$ cat src/rtl/pipe_pkg.sv
// Shared definitions for the pipeline register stage with skid buffer:
// occupancy-state encoding and default bundle/counter widths.
package pipe_pkg;

    localparam int unsigned CTRL_W_DEF = 4;   // RegWrite, MemtoReg, MemRead, MemWrite
    localparam int unsigned DATA_W_DEF = 69;  // ALU result 32, write data 32, rd 5
    localparam int unsigned CNT_W_DEF  = 16;

    typedef enum logic [1:0] {
        ST_EMPTY = 2'd0,
        ST_FULL  = 2'd1,
        ST_SKID  = 2'd2
    } pipe_state_e;

endpackage

$ cat src/rtl/sat_counter.sv
// Saturating up-counter with synchronous clear; clear wins over increment.
module sat_counter #(
    parameter int unsigned W = 16
) (
    input  logic         clk_i,
    input  logic         inc,
    input  logic         clr,
    output logic [W-1:0] cnt
);

    always_ff @(posedge clk_i) begin
        if (clr) begin
            cnt <= '0;
        end else if (inc && (cnt != '1)) begin
            cnt <= cnt + 1'b1;
        end
    end

endmodule

$ cat src/rtl/pipe_stage_skid.sv
// Pipeline register stage with a one-entry skid buffer, flush-to-bubble and
// a saturating count of cycles where the output was stalled.
module pipe_stage_skid
    import pipe_pkg::*;
#(
    parameter int unsigned CTRL_W = CTRL_W_DEF,
    parameter int unsigned DATA_W = DATA_W_DEF,
    parameter int unsigned CNT_W  = CNT_W_DEF
) (
    input  logic              clk_i,
    input  logic              rst_i,
    input  logic              flush_i,
    input  logic              in_valid_i,
    output logic              in_ready_o,
    input  logic [CTRL_W-1:0] in_ctrl_i,
    input  logic [DATA_W-1:0] in_data_i,
    output logic              out_valid_o,
    input  logic              out_ready_i,
    output logic [CTRL_W-1:0] out_ctrl_o,
    output logic [DATA_W-1:0] out_data_o,
    output logic [CNT_W-1:0]  stall_cnt_o
);

    pipe_state_e       state_q;
    logic [CTRL_W-1:0] skid_ctrl_q;
    logic [DATA_W-1:0] skid_data_q;
    logic              accept;
    logic              consume;

    // Ready comes only from registered occupancy, never from out_ready_i.
    assign in_ready_o = (state_q != ST_SKID) && !rst_i;
    assign accept     = in_valid_i && in_ready_o;
    assign consume    = out_valid_o && out_ready_i;

    // The main register drives the outputs directly; its ctrl field is
    // zeroed whenever it empties so a bubble never carries write enables.
    always_ff @(posedge clk_i) begin
        if (rst_i) begin
            state_q     <= ST_EMPTY;
            out_valid_o <= 1'b0;
            out_ctrl_o  <= '0;
            out_data_o  <= '0;
            skid_ctrl_q <= '0;
            skid_data_q <= '0;
        end else if (flush_i) begin
            state_q     <= ST_EMPTY;
            out_valid_o <= 1'b0;
            out_ctrl_o  <= '0;
        end else begin
            case (state_q)
                ST_EMPTY: begin
                    if (accept) begin
                        state_q     <= ST_FULL;
                        out_valid_o <= 1'b1;
                        out_ctrl_o  <= in_ctrl_i;
                        out_data_o  <= in_data_i;
                    end
                end
                ST_FULL: begin
                    if (consume) begin
                        if (accept) begin
                            out_ctrl_o <= in_ctrl_i;
                            out_data_o <= in_data_i;
                        end else begin
                            state_q     <= ST_EMPTY;
                            out_valid_o <= 1'b0;
                            out_ctrl_o  <= '0;
                        end
                    end else if (accept) begin
                        state_q     <= ST_SKID;
                        skid_ctrl_q <= in_ctrl_i;
                        skid_data_q <= in_data_i;
                    end
                end
                ST_SKID: begin
                    if (consume) begin
                        state_q    <= ST_FULL;
                        out_ctrl_o <= skid_ctrl_q;
                        out_data_o <= skid_data_q;
                    end
                end
                default: begin
                    state_q     <= ST_EMPTY;
                    out_valid_o <= 1'b0;
                    out_ctrl_o  <= '0;
                end
            endcase
        end
    end

    sat_counter #(
        .W (CNT_W)
    ) u_stall_cnt (
        .clk_i (clk_i),
        .inc   (out_valid_o && !out_ready_i),
        .clr   (rst_i),
        .cnt   (stall_cnt_o)
    );

endmodule

$ cat config.mk
export PLATFORM = sky130hd
export DESIGN_NAME = pipe_stage_skid
export DESIGN_NICKNAME = d
export VERILOG_FILES = /design/src/rtl/pipe_pkg.sv /design/src/rtl/sat_counter.sv /design/src/rtl/pipe_stage_skid.sv
export SDC_FILE = /design/constraint.sdc
export NUM_CORES = 1
export LEC_CHECK = 0
export BUFFER_PORTS_ARGS = -buffer_cell sky130_fd_sc_hd__buf_2
export CELL_PAD_IN_SITES_DETAIL_PLACEMENT = 1
export CELL_PAD_IN_SITES_GLOBAL_PLACEMENT = 1
export CORE_ASPECT_RATIO = 1.5
export CORE_MARGIN = 4
export CORE_UTILIZATION = 40
export DETAILED_ROUTE_END_ITERATION = 10
export GPL_ROUTABILITY_DRIVEN = 0
export PLACE_DENSITY = 0.76
export REMOVE_ABC_BUFFERS = 1
export SYNTH_ARGS = -nofsm -noshare
export SYNTH_HDL_FRONTEND = slang
export SYNTH_SLANG_ARGS = --single-unit
$ cat constraint.sdc
create_clock -name clk_i -period 1.95 [get_ports clk_i]
set_clock_uncertainty 0.05 [all_clocks]
set_input_delay 0.195 -clock clk_i [delete_from_list [all_inputs] [get_ports clk_i]]
set_output_delay 0.195 -clock clk_i [all_outputs]
set_load 0.01 [all_outputs]
==> results.md <==
- Seq/Total Area, Yosys: between 40% and 50%
- Initial Utilization: roughly two fifths
- Total power: between 7 and 8 mW
- # setup viols final: 0
- DR WL/cell: between 15 and 20 um
- Max_slew headroom: 45.03%
- DRC viols: 0
- Grt ovf: 0
- CTS H-Tree Depth: 4
- Area share of the largest cell type after synthesis: 43.41%
- Crit path arrival time: ~2100 ps
- Worst setup margin: around 63 ps
- Hold WC Path Type: input pin to flip-flop
- Critical Path, Cell by Cell: buf_4 -> nand4b_1 -> o31a_2 -> buf_16 -> o211ai_1 -> o41ai_2
- Synth cell types: between 40 and 50
- FFs w/ async S/R, synth: 0%
- Post-Layout Inst Area: just over 10000 um^2
- Largest net degree at the start of global routing: between 70 and 80
- Pre-CTS setup slack: 138.9 ps
- Yosys warns: 0
- Total Neg Setup Slack: 0 ps
- Vias in the first global route: between 7000 and 8000
- Die H: between 150 and 200 um
- Core area: approximately 19000 um^2
- Primary FF master, synth: dfxtp_1
- Seq cells post-synth: 165
- Final hold vios: 0
- Avg Synthesized Cell Area: about 9.3 um^2
- Worst stage delay on the critical path: 340 ps
- Ant diodes: 0
- ANT nets after route: 0
- Clock transition at path regs: 60 ps
- Layout cells sized above 1: just under 30%
- Worst Setup End Kind: flip-flop
- Metal1 wirelength: 9664 um
- Max-slew violation count: 0
- Vias: about 7000
- Met3 wire length: between 700 and 800 um
- Number of synthesized flops with an enable pin: 0
- Worst vdd ir: just over 0.4 mV
- I/O pin cnt: around 170
- DR WL met2: 13020 um
- Die width: approximately 120 um
- Largest area contributor in the netlist: dfxtp_1
- Initial antenna violation count: 0
- Slowest-stage cell, CP: dfxtp_1
- Starting DRT DRC Count: 407
- Static leakage: between 4 and 5 nW
- Post-Syn Area: 7610 um^2
- Syn Inst Count: slightly above 800
- Clock Path Buffers: 2
- Clk_lat worst skew: 420 ps
- HPWL Detailed: about 15000 um
- Top Layer Used: met4
- Clk sinks: approximately 170
- Drt via density: between 5 and 6
- I/O Buffers: between 150 and 200
- Post-Layout Cell Count: about 1300
- Outcome: completed
- Period utilization: 96.75%
- RSZ-0062 raised after global routing: no
- Final min period: ~1900 ps
- Top cells by area, synth: dfxtp_1 (43%), o41ai_2 (11%), mux2i_1 (9.2%), nand2_1 (7.6%), o211ai_1 (6.8%)
- Dpl cells: about 1200
- CTS tree: built
- Peak Freq: 530.0 MHz
- First-pass GRT wire length: between 30000 and 40000 um
- CP Max Fanout: 78
- Pwr/cell area: between 700 and 800 nW/um^2
- MaxCap Viol Count: 0
- Row cnt: 61
- CTS Buf Count: 17
- Layout Nets: 1106
- Die footprint: approximately 21000 um^2
- Critical Path RT: about 2200 ps
- Area delta synth->final: 32.70%
- CTS root buf: clkbuf_16
- DRT Wirelength: 24190 um
- WS Path Type: flip-flop to flip-flop
- Detailed Routing Iterations Pass 1: 6
- Area after DPL: 8821 um^2
- Total track usage: a little under a quarter
- Startpoint types: flip-flop
- Worst Max-Slew Pin Slew: a little over 800 ps
-- synth_stat cells, types with 2 or more instances --
cell type  count
a31oi_1        2
nand4b_1       2
and2_1         4
o21bai_1       2
clkbuf_1      52
o21ai_0       15
nand2b_1       7
nor4_1         2
buf_2         26
o311a_1        2
mux2i_1       70
nand4_1        9
a21oi_1       91
or3_1          6
and3_1         5
o41ai_1       16
dfxtp_1      165
o41ai_2       52
nand2_1      155
nor2_1        12
nor3_1         9
o31a_1         2
nor2b_1        5
nor3b_1        2
nand3_1        7
o211ai_1      69
buf_4          5
-- routing by layer --
metal | up-vias | track usage, %
li1 | 3439 | -
met1 | 3551 | 25.33
met2 | 160 | 42.15
met3 | 56 | 3.902
met4 | 0 | 9.026
met5 | - | 0
-- cell families (layout without fill, tap and decap cells) --
group / after synthesis / after routing / share of synthesized area (%)
AO/OA/AOI/OAI: 257 / 257 / 28.21
adder cells (fa/ha/maj): 1 / 1 / 0.1644
buffers and inverters: 86 / 312 / 4.916
flip-flops: 165 / 165 / 43.41
multiplexers: 72 / 72 / 9.503
AND/OR/NAND/NOR: 233 / 233 / 13.79
-- metrics by stage --
step | utilization [%] | hold slack (ps)
6_report | 54.23 | 8.554
4_1_cts | 54.17 | 1.614
3_5_place_dp | 47.37 | 396.1
5_1_grt | 54.23 | 20.46
2_1_floorplan | - | 214.1
3_3_place_gp | 47.37 | 387.1
-- critical path, delay by kind of cell, from the launching register on --
kind / cells / cell delay, ps
flip-flops: 1 / 340
buffers and inverters: 2 / 430
AO/OA/AOI/OAI: 3 / 630
AND/OR/NAND/NOR: 1 / 220
-- power by group --
part | switching [mW] | internal (mW)
clock | 1.43 | 1.75
sequential | 0.0426 | 3.43
combinational | 0.465 | 0.334
total | 1.93 | 5.52
-- cell type report --
cell class / count / area, um^2
timing repair buffer: 278 / 1976
sequential: 165 / 3304
clock buffer: 19 / 432.9
tap: 252 / 315.3
inverter: 2 / 7.507
clock inverter: 13 / 108.9
multi-input combinational: 563 / 3954
fill: 2157 / 8524
-- final timing paths --
check | start | to | slack (ps) | depth (start not counted)
max | state_q[0]$_SDFFE_PP0P_ | out_data_o[37]$_SDFFE_PP0P_ | 60 | 6
min | in_data_i[49] | skid_data_q[49]$_SDFFE_PP0P_ | 9 | 3
max reg2reg | state_q[0]$_SDFFE_PP0P_ | out_data_o[37]$_SDFFE_PP0P_ | 60 | 6
min reg2reg | skid_data_q[11]$_SDFFE_PP0P_ | skid_data_q[11]$_SDFFE_PP0P_ | 410 | 2
-- flip-flops by register name, indices dropped and copies added, names as in the netlist --
| register | cells |
|---|---|
| out_valid_o | 1 |
| skid_data_q | 69 |
| u_stall_cnt.cnt | 16 |
| skid_ctrl_q | 4 |
| state_q | 2 |
| out_data_o | 69 |
| out_ctrl_o | 4 |
-- cells in the final DEF, fill, tap and decap left out, types with 2 or more instances in the layout --
cell           synthesis  routed
mux2i_1               70      70
a31oi_1                2       2
o21bai_1               2       2
nand2_1              155     155
nand3_1                7       6
clkbuf_16              0      17
buf_2                 26     166
nor3_1                 9       9
buf_12                 0       8
clkbuf_1              52       2
a21oi_1               91      91
nor4_1                 2       2
o211ai_1              69      69
nand2b_1               7       6
and2_1                 4       4
nor2_1                12      12
nor2b_1                5       4
clkinvlp_4             0       3
o311a_1                2       2
dfxtp_1              165     164
nor3b_1                2       2
o21ai_0               15      15
inv_6                  0       2
and3_1                 5       4
buf_4                  5      30
o41ai_1               16      16
dlygate4sd3_1          0      72
clkinv_2               0       6
nand4b_1               2       2
o41ai_2               52      52
nand4_1                9       9
or3_1                  6       6
-- what timing repair did --
action / in CTS / in global routing
pin swaps: 0 / 0
endpoints found under the setup margin: 1 / 4
endpoints found under the hold margin: 72 / 0
setup buffers: 0 / 0
gates resized for setup: 2 / 2
hold buffers: 72 / 0
No activity file was read; power rests on OpenSTA's default activity.
